--- src/rtl/matmul_seq_pkg.sv ---
// Shared opcode constants and FSM state encoding for the matmul APB sequencer.
// No logic; latency and backpressure are defined by the modules that import it.
// Opcodes match the two-bit cmd_op_i field pushed by the host.
package matmul_seq_pkg;

    localparam logic [1:0] OP_WRITE     = 2'b00;
    localparam logic [1:0] OP_READ      = 2'b01;
    localparam logic [1:0] OP_WAIT_IDLE = 2'b10;
    localparam logic [1:0] OP_RSVD      = 2'b11;

    typedef enum logic [2:0] {
        ST_IDLE   = 3'd0,
        ST_SETUP  = 3'd1,
        ST_ACCESS = 3'd2,
        ST_POLL   = 3'd3,
        ST_RESP   = 3'd4
    } state_t;

endpackage

--- src/rtl/matmul_seq_fifo.sv ---
// Generic synchronous FIFO with wrap-around pointers and full/empty flags.
// Latency: a pushed word is visible at rdata_o the cycle after the push edge.
// Backpressure: pushes while full and pops while empty are ignored.
module matmul_seq_fifo #(
    parameter int WIDTH = 8,
    parameter int DEPTH = 4
) (
    input  logic             clk_i,
    input  logic             rst_ni,
    input  logic             push_i,
    input  logic [WIDTH-1:0] wdata_i,
    input  logic             pop_i,
    output logic [WIDTH-1:0] rdata_o,
    output logic             full_o,
    output logic             empty_o
);

    localparam int AW = $clog2(DEPTH);
    localparam logic [AW:0] PTR_ONE = {{AW{1'b0}}, 1'b1};

    logic [WIDTH-1:0] mem_q [DEPTH];
    logic [AW:0]      wr_ptr_q, wr_ptr_d;
    logic [AW:0]      rd_ptr_q, rd_ptr_d;
    logic             do_push, do_pop;

    // Extra pointer MSB distinguishes full from empty when the indices match.
    assign empty_o = (wr_ptr_q == rd_ptr_q);
    assign full_o  = (wr_ptr_q[AW] != rd_ptr_q[AW]) &&
                     (wr_ptr_q[AW-1:0] == rd_ptr_q[AW-1:0]);
    assign do_push = push_i && !full_o;
    assign do_pop  = pop_i && !empty_o;
    assign rdata_o = mem_q[rd_ptr_q[AW-1:0]];

    always_comb begin
        wr_ptr_d = wr_ptr_q;
        rd_ptr_d = rd_ptr_q;
        if (do_push) wr_ptr_d = wr_ptr_q + PTR_ONE;
        if (do_pop)  rd_ptr_d = rd_ptr_q + PTR_ONE;
    end

    always_ff @(posedge clk_i or negedge rst_ni) begin
        if (!rst_ni) begin
            wr_ptr_q <= '0;
            rd_ptr_q <= '0;
        end else begin
            wr_ptr_q <= wr_ptr_d;
            rd_ptr_q <= rd_ptr_d;
        end
    end

    always_ff @(posedge clk_i) begin
        if (do_push) mem_q[wr_ptr_q[AW-1:0]] <= wdata_i;
    end

endmodule

--- src/rtl/matmul_apb_sequencer.sv ---
// Command FIFO driven APB master/busy poller for the matmul slave; optional MATMUL_SEQ_TIMEOUT_EN.
// Latency: zero-wait command gives SETUP, ACCESS, then response on three successive edges.
// Backpressure: cmd_ready_o low while FIFO full; one response held until rsp_ready_i.
module matmul_apb_sequencer
    import matmul_seq_pkg::*;
#(
    parameter int DATA_WIDTH     = 8,
    parameter int BUS_WIDTH      = 16,
    parameter int ADDR_WIDTH     = 32,
    parameter int FIFO_DEPTH     = 4,
    parameter int TIMEOUT_CYCLES = 255,
    localparam int MAX_DIM       = BUS_WIDTH / DATA_WIDTH
) (
    input  logic                  clk_i,
    input  logic                  rst_ni,
    input  logic                  cmd_valid_i,
    output logic                  cmd_ready_o,
    input  logic [1:0]            cmd_op_i,
    input  logic [ADDR_WIDTH-1:0] cmd_addr_i,
    input  logic [BUS_WIDTH-1:0]  cmd_data_i,
    input  logic [MAX_DIM-1:0]    cmd_strb_i,
    output logic                  rsp_valid_o,
    input  logic                  rsp_ready_i,
    output logic [BUS_WIDTH-1:0]  rsp_data_o,
    output logic                  rsp_err_o,
    output logic                  psel_o,
    output logic                  penable_o,
    output logic                  pwrite_o,
    output logic [ADDR_WIDTH-1:0] paddr_o,
    output logic [BUS_WIDTH-1:0]  pwdata_o,
    output logic [MAX_DIM-1:0]    pstrb_o,
    input  logic                  pready_i,
    input  logic                  pslverr_i,
    input  logic [BUS_WIDTH-1:0]  prdata_i,
    input  logic                  mm_busy_i,
    output logic                  seq_busy_o
);

    localparam int CMD_W = 2 + ADDR_WIDTH + BUS_WIDTH + MAX_DIM;

    logic [CMD_W-1:0]      fifo_rdata;
    logic                  fifo_full, fifo_empty, fifo_pop;
    logic [1:0]            head_op;
    logic [ADDR_WIDTH-1:0] head_addr;
    logic [BUS_WIDTH-1:0]  head_data;
    logic [MAX_DIM-1:0]    head_strb;

    state_t                state_q, state_d;
    logic [1:0]            op_q, op_d;
    logic [ADDR_WIDTH-1:0] addr_q, addr_d;
    logic [BUS_WIDTH-1:0]  wdata_q, wdata_d;
    logic [MAX_DIM-1:0]    strb_q, strb_d;
    logic [BUS_WIDTH-1:0]  rsp_data_q, rsp_data_d;
    logic                  rsp_err_q, rsp_err_d;
    logic                  bus_act;

    matmul_seq_fifo #(.WIDTH(CMD_W), .DEPTH(FIFO_DEPTH)) u_fifo (
        .clk_i   (clk_i),
        .rst_ni  (rst_ni),
        .push_i  (cmd_valid_i),
        .wdata_i ({cmd_op_i, cmd_addr_i, cmd_data_i, cmd_strb_i}),
        .pop_i   (fifo_pop),
        .rdata_o (fifo_rdata),
        .full_o  (fifo_full),
        .empty_o (fifo_empty)
    );

    assign {head_op, head_addr, head_data, head_strb} = fifo_rdata;

`ifdef MATMUL_SEQ_TIMEOUT_EN
    localparam logic [15:0] TMO_LAST = 16'(TIMEOUT_CYCLES - 1);
    logic [15:0] tmo_cnt_q, tmo_cnt_d;
`else
    logic unused_tmo;
    assign unused_tmo = |TIMEOUT_CYCLES;
`endif

    always_comb begin
        state_d    = state_q;
        op_d       = op_q;
        addr_d     = addr_q;
        wdata_d    = wdata_q;
        strb_d     = strb_q;
        rsp_data_d = rsp_data_q;
        rsp_err_d  = rsp_err_q;
        fifo_pop   = 1'b0;
`ifdef MATMUL_SEQ_TIMEOUT_EN
        tmo_cnt_d  = tmo_cnt_q;
`endif
        case (state_q)
            ST_IDLE: begin
                if (!fifo_empty) begin
                    fifo_pop = 1'b1;
                    op_d     = head_op;
                    // Bus-facing fields only change for real transfers so the APB outputs hold otherwise.
                    if (head_op == OP_WRITE || head_op == OP_READ) begin
                        addr_d  = head_addr;
                        wdata_d = head_data;
                        strb_d  = head_strb;
                        state_d = ST_SETUP;
                    end else if (head_op == OP_WAIT_IDLE) begin
                        state_d = ST_POLL;
`ifdef MATMUL_SEQ_TIMEOUT_EN
                        tmo_cnt_d = '0;
`endif
                    end else begin
                        rsp_data_d = '0;
                        rsp_err_d  = 1'b1;
                        state_d    = ST_RESP;
                    end
                end
            end
            ST_SETUP: begin
                state_d = ST_ACCESS;
`ifdef MATMUL_SEQ_TIMEOUT_EN
                tmo_cnt_d = '0;
`endif
            end
            ST_ACCESS: begin
                if (pready_i) begin
                    rsp_data_d = (op_q == OP_READ) ? prdata_i : '0;
                    rsp_err_d  = pslverr_i;
                    state_d    = ST_RESP;
                end
`ifdef MATMUL_SEQ_TIMEOUT_EN
                else if (tmo_cnt_q == TMO_LAST) begin
                    rsp_data_d = '0;
                    rsp_err_d  = 1'b1;
                    state_d    = ST_RESP;
                end else begin
                    tmo_cnt_d = tmo_cnt_q + 16'd1;
                end
`endif
            end
            ST_POLL: begin
                if (!mm_busy_i) begin
                    rsp_data_d = '0;
                    rsp_err_d  = 1'b0;
                    state_d    = ST_RESP;
                end
`ifdef MATMUL_SEQ_TIMEOUT_EN
                else if (tmo_cnt_q == TMO_LAST) begin
                    rsp_data_d = '0;
                    rsp_err_d  = 1'b1;
                    state_d    = ST_RESP;
                end else begin
                    tmo_cnt_d = tmo_cnt_q + 16'd1;
                end
`endif
            end
            ST_RESP: begin
                if (rsp_ready_i) state_d = ST_IDLE;
            end
            default: state_d = ST_IDLE;
        endcase
    end

    always_ff @(posedge clk_i or negedge rst_ni) begin
        if (!rst_ni) begin
            state_q    <= ST_IDLE;
            op_q       <= OP_WRITE;
            addr_q     <= '0;
            wdata_q    <= '0;
            strb_q     <= '0;
            rsp_data_q <= '0;
            rsp_err_q  <= 1'b0;
`ifdef MATMUL_SEQ_TIMEOUT_EN
            tmo_cnt_q  <= '0;
`endif
        end else begin
            state_q    <= state_d;
            op_q       <= op_d;
            addr_q     <= addr_d;
            wdata_q    <= wdata_d;
            strb_q     <= strb_d;
            rsp_data_q <= rsp_data_d;
            rsp_err_q  <= rsp_err_d;
`ifdef MATMUL_SEQ_TIMEOUT_EN
            tmo_cnt_q  <= tmo_cnt_d;
`endif
        end
    end

    // APB controls decode straight from the registered state: no path from pready_i.
    assign bus_act     = (state_q == ST_SETUP) || (state_q == ST_ACCESS);
    assign psel_o      = bus_act;
    assign penable_o   = (state_q == ST_ACCESS);
    assign pwrite_o    = bus_act && (op_q == OP_WRITE);
    assign paddr_o     = addr_q;
    assign pwdata_o    = wdata_q;
    assign pstrb_o     = strb_q;
    assign cmd_ready_o = !fifo_full;
    assign rsp_valid_o = (state_q == ST_RESP);
    assign rsp_data_o  = rsp_data_q;
    assign rsp_err_o   = rsp_err_q;
    assign seq_busy_o  = (state_q != ST_IDLE) || !fifo_empty;

endmodule

--- config.mk ---
export PLATFORM = sky130hd
export DESIGN_NAME = matmul_apb_sequencer
export DESIGN_NICKNAME = d
export VERILOG_FILES = /design/src/rtl/matmul_seq_pkg.sv /design/src/rtl/matmul_seq_fifo.sv /design/src/rtl/matmul_apb_sequencer.sv
export SDC_FILE = /design/constraint.sdc
export NUM_CORES = 1
export LEC_CHECK = 0
export CAP_MARGIN = 20
export CORE_MARGIN = 2
export CORE_UTILIZATION = 30
export CTS_CLUSTER_DIAMETER = 30
export CTS_CLUSTER_SIZE = 25
export DETAILED_ROUTE_END_ITERATION = 10
export PLACE_DENSITY_LB_ADDON = 0.15
export SETUP_SLACK_MARGIN = 0.4
export SYNTH_ARGS = -nofsm -noshare
export SYNTH_HDL_FRONTEND = slang
export SYNTH_SLANG_ARGS = --single-unit
export TNS_END_PERCENT = 5
--- constraint.sdc ---
create_clock -name clk_i -period 3 [get_ports clk_i]
set_input_delay 0.3 -clock clk_i [delete_from_list [all_inputs] [get_ports clk_i]]
set_output_delay 0.3 -clock clk_i [all_outputs]
set_load 0.005 [all_outputs]
==> reports/qor.log, run 1 <==
qor: run_status.outcome complete, no violations
qor: yosys.post_synth_inst_count 516
qor: min_path.hold_path.class input pin to asynchronous set/reset pin
qor: setup_path.setup.worst_path.end_class output pin
qor: floorplan.fp-row-count 69
qor: drt.routed_wirelength 24600 µm
qor: cells_and_area.antenna_cells_inserted 0
qor: yosys.synth_compound_gate_area_share 0.939%
qor: timing.worstMarginPinSlew 574 ps
qor: floorplan.floorplan.die_area 37500 µm²
qor: floorplan.die_height 194 µm
qor: clock_network.cts_tree yes
qor: pwr.switching_share 27.4%
qor: timing.finalHoldViolations 0
qor: setup_path.worstReg2RegEnd paddr_o[1]$_DFFE_PN0P_
qor: cells_and_area.synthToLayoutAreaGrowth 40.9%
qor: yosys.postSynthRegisterBits 286
qor: yosys.synth_xor_xnor_area_share 0.870%
qor: global_routing.track_usage 13.5%
qor: placed_design.port_buffers 147
qor: pwr.power.ir.vdd_worst 463 µV
qor: pwr.clock_power_share 39.0%
qor: clock_network.numClockSinks 286
qor: floorplan.start_util 30.4%
qor: timing.finalSetupTns 0 ps
qor: yosys.synth_edf_count 208
qor: yosys.synth_fa_ha_area_share 0.580%
qor: drt.wl_met2 11800 µm
qor: setup_path.regToRegStartpoint u_fifo.rd_ptr_q[0]$_DFFE_PN0P_
qor: timing.final_cycle_utilization_of_the_critical_path 84.0%
qor: drt.drt_pre_antenna_iters 4
qor: placed_design.post_dp_hpwl 15100 µm
qor: setup_path.worstPathMaxFanout 4
qor: yosys.synth_largest_area_cell edfxtp_1
qor: yosys.synth_top_cells_by_count 208 x edfxtp_1, 78 x dfrtp_1, 52 x mux4_2
qor: timing.report.final.slew_viol_count 0
qor: drt.num_vias 5651
qor: timing.tightest_slew_margin_relative_to_the_limit 61.7%
qor: yosys.synth-warning-count 0
qor: drt.detail_route.drc_violations 0
qor: timing.achievable-frequency 0.397 GHz
qor: global_routing.overflow 0
qor: clock_network.clkLatencyLatePin 560 ps
qor: clock_network.clkSlewWorstSetupHoldPaths 40 ps
qor: cells_and_area.nFillCells 3100
qor: setup_path.critical_path_class flop to output pin
qor: pwr.pwr-share-seq 34.3%
qor: timing.final-setup-viol-count 0
qor: yosys.post_synth_num_cell_types 35
qor: timing.setup_repair_after_global_routing_missed_its_margin no
qor: floorplan.floorplan.die.width 194 µm
qor: pwr.finalPower 17.5 mW
qor: yosys.share_of_synthesized_cell_area_in_and_or_nand_and_nor_gates 2.02%
qor: yosys.yosys.area.top_type_share 57.9%
qor: yosys.post_synth_main_area_contributors edfxtp_1 58%, dfrtp_1 18%, mux4_2 11%, mux2_1 5.2%, mux2i_1 1.1%
qor: yosys.async_flop_share 27.3%
qor: yosys.mappedNetlistNets 596
qor: pwr.power.internal 12.7 mW
qor: setup_path.startpoint_type flop
qor: drt.highest-signal-layer met5
qor: drt.routed-wl-met3 1520 µm
qor: drt.drtAntennaViolNets 0
qor: clock_network.cts_max_level 3
qor: yosys.post-synth-top-count-cell edfxtp_1
qor: drt.drt_first_iter_violations 261
qor: setup_path.ff2ff_path_depth 5
qor: yosys.synth_top_family_by_area multiplexers
qor: yosys.synth_flop_cell edfxtp_1
qor: pwr.leakagePower 5.44 nW
qor: placed_design.gp_congestion 0.739
qor: setup_path.cp.required 2700 ps
qor: yosys.synth_seq_area_share 76.0%
qor: floorplan.io_pins 148
qor: global_routing.antenna_found_initial 1
qor: timing.finalClockSkew 30.5 ps
qor: global_routing.grt_pass1_vias 6449
qor: clock_network.cts_buffers 67
qor: pwr.total_switching_power 4.80 mW
qor: clock_network.max-clock-path-buffers 3
qor: drt.avgRoutedWirePerCell 19.7 µm
qor: cells_and_area.share_of_post_route_cells_with_drive_strength_above_1 26.0%
qor: pwr.pwr-share-comb 26.7%
qor: clock_network.cts-root-buf clkbuf_16
qor: pwr.power_density 1150 nW/µm²
qor: placed_design.dp_slack 698 ps
qor: cells_and_area.fin_nets 817
qor: timing.final_critical_path_setup_slack 480 ps
qor: drt.route.layer.met1.wl 10900 µm
qor: yosys.synthMuxAreaShare 17.5%
qor: global_routing.grt_first_pass_wirelength 38600 µm
qor: timing.timing.final.crit_period 2520 ps
qor: job.timing.max_cap.violations 0
qor: yosys.syn_area_per_cell 20.9 µm²
qor: global_routing.pin_count_of_the_biggest_net_entering_global_routing 33
qor: setup_path.r2r_setup_slack 720 ps
qor: setup_path.cp.arrival 2220 ps
qor: floorplan.core_region_area 35500 µm²
qor: drt.vias_per_cell 4.51
qor: yosys.mappedNetlistArea 10800 µm²
[power groups by stage]
stage	Combinational (mW)	Clock [mW]	Sequential, mW
2_1_floorplan	2.70	0	5.93
3_3_place_gp	4.56	0	6.09
3_5_place_dp	4.61	0	6.15
4_1_cts	4.82	6.99	6.02
5_1_grt	5.11	7.23	6.12
6_report	4.68	6.83	6.00
[cell type report]
cell class / instances / area [µm²] / share of cell area (%)
Clock buffer: 85 / 1840 / 12.1
Clock inverter: 38 / 358 / 2.35
Inverter: 21 / 78.8 / 0.518
Multi-Input combinational cell: 187 / 2420 / 15.9
Sequential cell: 286 / 8210 / 54.0
Tap cell: 461 / 577 / 3.79
Timing Repair Buffer: 174 / 1740 / 11.4
[sequential cells by signal, indices dropped and copies added (netlist names)]
name and flops:
state_q 3, paddr_o 32, rsp_data_o 16, u_fifo.rd_ptr_q 3, pstrb_o 2, u_fifo.mem_q 208
rsp_err_o 1, u_fifo.wr_ptr_q 3, pwdata_o 16, op_q 2
[critical path, stage by stage, from the launching register on]
cell	delay, ps
dfrtp_4	500
xnor2_4	250
nand3_2	130
or2_2	320
clkdlybuf4s50_1	470
[worst max path at each step]
stage / start / end / cells past startpoint / slack, ps
floorplan: u_fifo.rd_ptr_q[1]$_DFFE_PN0P_ / u_fifo.mem_q[2][0]$_DFFE_PP_ / 4 / 190
global placement: u_fifo.rd_ptr_q[0]$_DFFE_PN0P_ / pwdata_o[1]$_DFFE_PN0P_ / 3 / 710
detailed placement: u_fifo.rd_ptr_q[0]$_DFFE_PN0P_ / pwdata_o[9]$_DFFE_PN0P_ / 3 / 700
CTS: u_fifo.rd_ptr_q[0]$_DFFE_PN0P_ / seq_busy_o / 4 / 420
global route: u_fifo.rd_ptr_q[0]$_DFFE_PN0P_ / seq_busy_o / 4 / 380
finish: u_fifo.rd_ptr_q[0]$_DFFE_PN0P_ / seq_busy_o / 4 / 480
[cell usage in the layout (no fill, tap or decap), types with 5 or more instances in the layout]
cell | synthesis | routed
clkbuf_16 | 0 | 69
nand2_1 | 16 | 16
dfrtp_1 | 78 | 75
clkbuf_1 | 10 | 11
clkdlybuf4s50_1 | 0 | 146
buf_12 | 0 | 5
buf_4 | 2 | 22
ha_1 | 5 | 5
clkbuf_8 | 0 | 5
inv_1 | 21 | 21
edfxtp_1 | 208 | 208
clkinv_2 | 0 | 15
mux2i_1 | 12 | 12
mux4_2 | 52 | 52
nand3_1 | 9 | 8
clkinvlp_4 | 0 | 11
mux2_1 | 50 | 50
[repair_timing]
action	in CTS	in global routing
hold buffers	1	0
pin swaps	0	1
endpoints found under the setup margin	1	1
endpoints found under the hold margin	28	0
setup buffers	3	0
resized for setup	3	2
[cell families after synthesis]
kind of cell / after synthesis
DFF: 286
muxes: 117
buffers and inverters: 43
and+or+nand+nor: 42
AOI/OAI and AO/OA: 14
xor gates and xnor gates: 9
adders and majority gates: 5
[per-stage QoR]
| step | instances | instance area [µm²] | hold WS [ps] | util (%) |
|---|---|---|---|---|
| after CTS | 1252 | 15200 | 261 | 42.8 |
| after floorplan | 516 | 10800 | 4.41 | - |
| after detailed placement | 1125 | 12900 | 288 | 36.5 |
| after global placement | 1125 | 12900 | 287 | 36.5 |
| after global routing | 1252 | 15200 | 303 | 42.9 |
| final | 1252 | 15200 | 273 | 42.9 |
[per-layer routing]
metal,global-route usage [%],up-vias
li1,-,2492
met1,16.9,2947
met2,21.9,174
met3,4.68,36
met4,4.41,2
met5,0,-
(Power assumes the default switching activity.)
==> run 2: changes to the inputs <==
==> constraint.sdc (replaced) <==
create_clock -name clk_i -period 2.11 [get_ports clk_i]
set_input_delay 0.211 -clock clk_i [delete_from_list [all_inputs] [get_ports clk_i]]
set_output_delay 0.211 -clock clk_i [all_outputs]
set_load 0.005 [all_outputs]
==> run 2 against run 1 <==
Effect of this change:
- sequential power grew 41%
- largest cell class unchanged
- critical path type is now flop to flop
- largest power group unchanged
- clock-buffer cell count down 9
- critical endpoint is now paddr_o[30]$_DFFE_PN0P_
- via count up 0.21%
- critical path depth grew 4
==> reports/qor.log, run 2 (same netlist as run 1, synthesis figures left out) <==
qor: pwr.power.internal 18.7 mW [+47%]
qor: floorplan.floorplan.die_area 37500 µm² [unchanged]
qor: pwr.switching_share 27.3% [-0.097 points]
qor: drt.routed_wirelength 24900 µm [+0.96%]
qor: setup_path.setup.worst_path.end_class flop
qor: setup_path.critical_path_buf_inv_count 5 [+4]
qor: setup_path.timing.critical_path.cells buf_6 > mux4_2 > nor2b_4 > buf_6 > buf_12 > buf_12 > buf_16 > mux2_4
qor: timing.final.hold.worst_slack 192 ps [-81.3 ps]
qor: timing.worstMarginPinSlew 606 ps [+32.2 ps]
qor: timing.finalSetupTns 0 ps [unchanged]
qor: pwr.pwr-share-seq 32.9% [-1.4 points]
qor: timing.achievable-frequency 0.477 GHz
qor: setup_path.cp.required 2540 ps [-160 ps]
qor: drt.num_vias 5663 [+0.21%]
qor: cells_and_area.number_of_flip_flops_under_the_largest_register_name 208 [unchanged]
qor: timing.setup_repair_after_global_routing_missed_its_margin yes
qor: setup_path.startpoint_type flop
qor: setup_path.slowest_delay 500 ps [about the same]
qor: timing.report.final.slew_viol_count 0 [unchanged]
qor: timing.finalHoldViolations 0 [unchanged]
qor: drt.avgRoutedWirePerCell 19.7 µm [about the same]
qor: clock_network.clkLatencyLatePin 560 ps [about the same]
qor: clock_network.cts_tree yes
qor: timing.tightest_slew_margin_relative_to_the_limit 59.6% [-2.1 points]
qor: timing.finalClockSkew 19.0 ps [-11.5 ps]
qor: cells_and_area.multiInputGateArea 2630 µm² [+9.0%]
qor: drt.drtAntennaViolNets 0 [unchanged]
qor: global_routing.overflow 0 [unchanged]
qor: pwr.clock_power_share 34.1% [-4.9 points]
qor: pwr.finalPower 25.7 mW [+47%]
qor: floorplan.die_height 194 µm [unchanged]
qor: placed_design.dp_slack 91.7 ps [-607 ps]
qor: timing.final-setup-viol-count 0 [unchanged]
qor: drt.vias_per_cell 4.48 [-0.82%]
qor: cells_and_area.fin_nets 834 [+2.1%]
qor: cells_and_area.synthToLayoutAreaGrowth 45.3%
qor: pwr.leakagePower 5.80 nW [+6.6%]
qor: setup_path.worstReg2RegEnd paddr_o[30]$_DFFE_PN0P_
qor: cells_and_area.fin_util 44.2% [+1.3 points]
qor: job.timing.max_cap.violations 0 [unchanged]
qor: floorplan.floorplan.die.width 194 µm [unchanged]
qor: clock_network.clkSlewWorstSetupHoldPaths 40 ps [about the same]
qor: pwr.power_density 1640 nW/µm² [+43%]
qor: drt.drt_pre_antenna_iters 4 [unchanged]
qor: global_routing.grt_pass1_vias 6478 [+0.45%]
qor: cells_and_area.nFillCells 3059 [-1.3%]
qor: clock_network.max-clock-path-buffers 3 [unchanged]
qor: timing.timing.final.crit_period 2100 ps
qor: cells_and_area.seq_area 8210 µm² [about the same]
qor: global_routing.antenna_found_initial 1 [unchanged]
qor: clock_network.numClockSinks 286 [unchanged]
qor: setup_path.critical_path.slowest_cell dfrtp_4
qor: run_status.outcome complete, no violations
qor: global_routing.pin_count_of_the_biggest_net_entering_global_routing 37 [+12%]
qor: floorplan.io_pins 148 [unchanged]
qor: clock_network.cts_buffers 57 [-15%]
qor: clock_network.cts-root-buf clkbuf_16
qor: cells_and_area.share_of_post_route_cells_with_drive_strength_above_1 32.8% [+6.7 points]
qor: setup_path.cp.arrival 2530 ps [+310 ps]
qor: timing.final_cycle_utilization_of_the_critical_path 99.5%
qor: placed_design.gp_congestion 0.770 [+4.2%]
qor: drt.drt_first_iter_violations 222 [-15%]
qor: pwr.power.ir.vdd_worst 624 µV [+35%]
qor: setup_path.critical_path.top_delay_family multiplexers
qor: floorplan.start_util 30.4% [unchanged]
qor: pwr.pwr-share-comb 33.0% [+6.3 points]
qor: floorplan.core_region_area 35500 µm² [unchanged]
qor: cells_and_area.layout_common_cells 208 x edfxtp_1, 125 x clkdlybuf4s50_1, 73 x dfrtp_1, 60 x clkbuf_16, 52 x mux4_2
qor: global_routing.grt_first_pass_wirelength 38800 µm [+0.73%]
qor: pwr.total_switching_power 7.03 mW [+46%]
qor: setup_path.ff2ff_path_depth 8 [+3]
qor: setup_path.r2r_setup_slack 10 ps [-710 ps]
qor: placed_design.post_dp_hpwl 14600 µm [-3.2%]
qor: min_path.hold_path.class input pin to asynchronous set/reset pin
qor: cells_and_area.leading_cell_type_in_the_layout_fill_and_taps_excluded edfxtp_1
qor: floorplan.fp-row-count 69 [unchanged]
qor: setup_path.critical_path_class flop to flop
qor: clock_network.cts_max_level 2 [-1]
qor: setup_path.worstPathMaxFanout 6 [+2]
qor: global_routing.track_usage 13.6% [+0.12 points]
qor: timing.final_critical_path_setup_slack 11.5 ps [-468 ps]
qor: placed_design.port_buffers 147 [unchanged]
qor: drt.detail_route.drc_violations 0 [unchanged]
qor: setup_path.regToRegStartpoint u_fifo.rd_ptr_q[0]$_DFFE_PN0P_
==> run 2: changes by cell type in the layout (fill, tap and decap cells not counted), sizes merged <==
cell,change
buf,+32
clkdlybuf4s50,-21
dlymetal6s2s,+15
clkbuf,-8
clkinv,-7
clkinvlp,-7
inv,+6
bufinv,+2
diode,+1
==> run 2: final cells by class <==
class                      instances  share of cell area, %
antenna                            1                 0.0160
clock buffer                      76                   10.1
clock inverter                    32                   2.16
inverter                          21                  0.503
multi-input combinational        187                   16.8
sequential                       286                   52.4
tap                              461                   3.68
timing repair buffer             201                   14.4
==> run 2: how the worst max path moves through the flow <==
stage / from / to / cells after the start
floorplan: state_q[0]$_DFFE_PN0P_ / paddr_o[0]$_DFFE_PN0P_ / 7
global placement: u_fifo.rd_ptr_q[0]$_DFFE_PN0P_ / seq_busy_o / 4
detailed placement: u_fifo.rd_ptr_q[0]$_DFFE_PN0P_ / seq_busy_o / 4
CTS: u_fifo.rd_ptr_q[0]$_DFFE_PN0P_ / paddr_o[31]$_DFFE_PN0P_ / 8
global route: u_fifo.rd_ptr_q[0]$_DFFE_PN0P_ / paddr_o[31]$_DFFE_PN0P_ / 8
finish: u_fifo.rd_ptr_q[0]$_DFFE_PN0P_ / paddr_o[30]$_DFFE_PN0P_ / 8
==> run 2: power by group through the flow <==
stage	Clock (mW)	Sequential [mW]	Combinational (mW)
floorplan	0	8.40	3.96
global placement	0	8.50	6.99
detailed placement	0	8.57	7.07
CTS	8.96	8.48	8.11
global route	9.29	8.64	9.15
finish	8.76	8.47	8.49
==> run 2: timing repair <==
item | 4_1_cts | 5_1_grt
hold endpoints to repair | 32 | 0
setup buffers | 21 | 0
cloned | 3 | 0
resized for setup | 49 | 65
endpoints found under the setup margin | 278 | 302
hold buffers | 1 | 0
pin swaps | 7 | 19
==> run 2: through the flow <==
stage,cell area [µm²],cells
finish,15700,1265
global route,15700,1264
CTS,15400,1264
detailed placement,13200,1131
global placement,13200,1131
floorplan,10800,516
==> run 2: routing by layer <==
| layer | part of all wire [%] | vias up | global-route usage (%) |
|---|---|---|---|
| met3 | 6.2 | 44 | 3.97 |
| met5 | 0 | - | 0 |
| li1 | - | 2528 | - |
| met2 | 49 | 174 | 22.2 |
| met1 | 43 | 2917 | 17.4 |
| met4 | 2.2 | 0 | 4.69 |
==> run 3: changes to the inputs <==
--- a/config.mk
+++ b/config.mk
@@ -16,4 +16,4 @@
 export SYNTH_ARGS = -nofsm -noshare
 export SYNTH_HDL_FRONTEND = slang
 export SYNTH_SLANG_ARGS = --single-unit
-export TNS_END_PERCENT = 5
+export TNS_END_PERCENT = 100
==> run 3 against run 2 <==
Effect of this change:
- utilization increased by 5.1 points
- clock-buffer cell count increased by 16
- critical path type unchanged
- combinational power increased by 31%
- sequential power about the same
- via count increased by 7.5%
- power increased by 21%
- register-to-register slack about the same
- global-route usage increased by 1.6 points
- largest cell class unchanged
- first-iteration DRC count increased by 37%
==> reports/qor.log, run 3 (same netlist as run 1, synthesis figures left out) <==
qor: run_status.outcome complete, no violations
qor: floorplan.start_util 30.4% [unchanged]
qor: floorplan.floorplan.die.width 194 µm [unchanged]
qor: timing.timing.final.crit_period 2100 ps [+6.12 ps]
qor: timing.finalHoldViolations 0 [unchanged]
qor: setup_path.cp.required 2540 ps [about the same]
qor: floorplan.core_region_area 35500 µm² [unchanged]
qor: clock_network.max-clock-path-buffers 3 [unchanged]
qor: setup_path.critical_path.top_delay_family multiplexers
qor: clock_network.clkLatencyLatePin 550 ps [about the same]
qor: setup_path.top_cell_by_count_worst_path buf_6
qor: timing.final.hold.worst_slack 191 ps [-1.23 ps]
qor: cells_and_area.antenna_cells_inserted 0 [-1]
qor: pwr.power.ir.vdd_worst 810 µV [+30%]
qor: global_routing.antenna_found_initial 0 [-1]
qor: placed_design.postPlaceCellArea 13200 µm² [+0.29%]
qor: clock_network.numClockSinks 286 [unchanged]
qor: setup_path.timing.critical_path.cells buf_6 > mux4_2 > nor2b_4 > buf_6 > buf_12 > mux2_4
qor: setup_path.ff2ff_path_depth 6 [-2]
qor: drt.routed_wirelength 29200 µm [+17%]
qor: setup_path.critical_path_buf_inv_count 3 [-2]
qor: drt.detail_route.drc_violations 0 [unchanged]
qor: global_routing.grt_pass1_vias 6904 [+6.6%]
qor: timing.final-setup-viol-count 0 [unchanged]
qor: drt.vias_per_cell 4.53 [+1.2%]
qor: setup_path.critical_path.slowest_cell dfrtp_4
qor: clock_network.cts_max_level 3 [+1]
qor: global_routing.overflow 0 [unchanged]
qor: drt.avgRoutedWirePerCell 21.7 µm [+10%]
qor: setup_path.setup.worst_path.end_class flop
qor: floorplan.die_height 194 µm [unchanged]
qor: setup_path.critical_path_class flop to flop
qor: setup_path.worstPathMaxFanout 6 [unchanged]
qor: floorplan.io_pins 148 [unchanged]
qor: job.timing.max_cap.violations 0 [unchanged]
qor: global_routing.grt_first_pass_wirelength 42400 µm [+9.3%]
qor: pwr.leakagePower 6.60 nW [+14%]
qor: timing.finalClockSkew 24.9 ps [+5.92 ps]
qor: cells_and_area.layout_common_cells 208 x edfxtp_1, 133 x clkdlybuf4s50_1, 81 x clkbuf_16, 74 x dfrtp_1, 52 x mux4_2
qor: cells_and_area.share_of_post_route_cells_with_drive_strength_above_1 42.4% [+9.6 points]
qor: clock_network.cts-root-buf clkbuf_16
qor: clock_network.clkSlewWorstSetupHoldPaths 40 ps [about the same]
qor: timing.tightest_slew_margin_relative_to_the_limit 60.0% [+0.38 points]
qor: setup_path.cp.arrival 2530 ps [about the same]
qor: clock_network.cts_tree yes
qor: setup_path.worst-path-stages 6 [-2]
qor: cells_and_area.synthToLayoutAreaGrowth 62.1%
qor: drt.num_vias 6087 [+7.5%]
qor: timing.report.final.slew_viol_count 0 [unchanged]
qor: setup_path.startpoint_type flop
qor: drt.drtAntennaViolNets 0 [unchanged]
qor: placed_design.gp_congestion 0.756 [-1.9%]
qor: cells_and_area.layout.cell_area.non_filler 17500 µm² [+12%]
qor: cells_and_area.fin_nets 905 [+8.5%]
qor: min_path.hold_path.class input pin to asynchronous set/reset pin
qor: timing.final_cycle_utilization_of_the_critical_path 99.7% [+0.29 points]
qor: cells_and_area.leading_cell_type_in_the_layout_fill_and_taps_excluded edfxtp_1
qor: clock_network.cts_buffers 71 [+25%]
qor: setup_path.slowest_delay 500 ps [about the same]
qor: timing.worstMarginPinSlew 601 ps [-5.75 ps]
qor: global_routing.pin_count_of_the_biggest_net_entering_global_routing 52 [+41%]
qor: timing.achievable-frequency 0.475 GHz [-0.29%]
qor: cells_and_area.number_of_flip_flops_under_the_largest_register_name 208 [unchanged]
qor: floorplan.floorplan.die_area 37500 µm² [unchanged]
qor: placed_design.post_dp_hpwl 14900 µm [+2.4%]
qor: floorplan.fp-row-count 69 [unchanged]
qor: pwr.power_density 1780 nW/µm² [+8.3%]
qor: cells_and_area.fin_util 49.3% [+5.1 points]
qor: drt.drt_pre_antenna_iters 4 [unchanged]
qor: placed_design.port_buffers 147 [unchanged]
qor: timing.setup_repair_after_global_routing_missed_its_margin yes
qor: global_routing.track_usage 15.2% [+1.6 points]
qor: drt.drt_first_iter_violations 305 [+37%]
==> run 3: where the power goes <==
part	internal, mW	total (mW)	switching (mW)
Combinational	6.78	11.1	4.37
Clock	8.21	11.5	3.25
Sequential	7.81	8.49	0.672
Total	22.8	31.1	8.29
==> run 3: per-stage QoR <==
stage | TNS (ps) | setup WS [ps] | cells | power, mW
3_3_place_gp | 0 | 116 | 1132 | 15.7
3_5_place_dp | 0 | 71.7 | 1132 | 15.9
6_report | 0 | 5.43 | 1344 | 31.1
5_1_grt | -696 | -28.8 | 1344 | 32.4
2_1_floorplan | 0 | 171 | 516 | 12.5
4_1_cts | 0 | 26.0 | 1325 | 30.2
==> run 3: final timing paths <==
| kind | start | to | slack [ps] |
|---|---|---|---|
| hold reg to reg | state_q[2]$_DFFE_PN0P_ | state_q[0]$_DFFE_PN0P_ | 490 |
| setup / recovery | u_fifo.rd_ptr_q[0]$_DFFE_PN0P_ | paddr_o[6]$_DFFE_PN0P_ | 5 |
| hold / removal | rst_ni | paddr_o[14]$_DFFE_PN0P_ | 190 |
| max in group asynchronous | rst_ni | u_fifo.rd_ptr_q[0]$_DFFE_PN0P_ | 1210 |
| min in group clk_i | prdata_i[6] | rsp_data_o[6]$_DFFE_PN0P_ | 230 |
| setup reg to reg | u_fifo.rd_ptr_q[0]$_DFFE_PN0P_ | paddr_o[6]$_DFFE_PN0P_ | 5 |
==> run 3: layout make-up <==
class	count	area, µm²
fill	2902	18000
sequential	286	8210
timing repair buffer	258	3310
multi-input combinational	187	2750
clock buffer	92	1990
tap	461	577
clock inverter	39	573
inverter	21	78.8
==> run 3: repair_timing <==
action                                  CTS  global route
setup buffers                            42            12
pin swaps                                11            16
gates cloned                             19             7
hold buffers                              1             0
gates resized for setup                  99            70
hold endpoints to repair                 27             0
endpoints found under the setup margin  286           289
==> run 3: metal layers <==
layer	track usage (%)	up-vias	routed length, µm
met4	6.11	0	487
met3	3.95	35	1490
met2	24.1	171	14100
li1	-	2690	-
met1	20.0	3191	13100
met5	0	-	0
==> run 3: worst register-to-register path, delay by kind of cell (launching register included) <==
kind	cells	cell delay (ps)
buffers and inverters	3	480
and+or+nand+nor	1	220
muxes	2	800
DFF	1	500
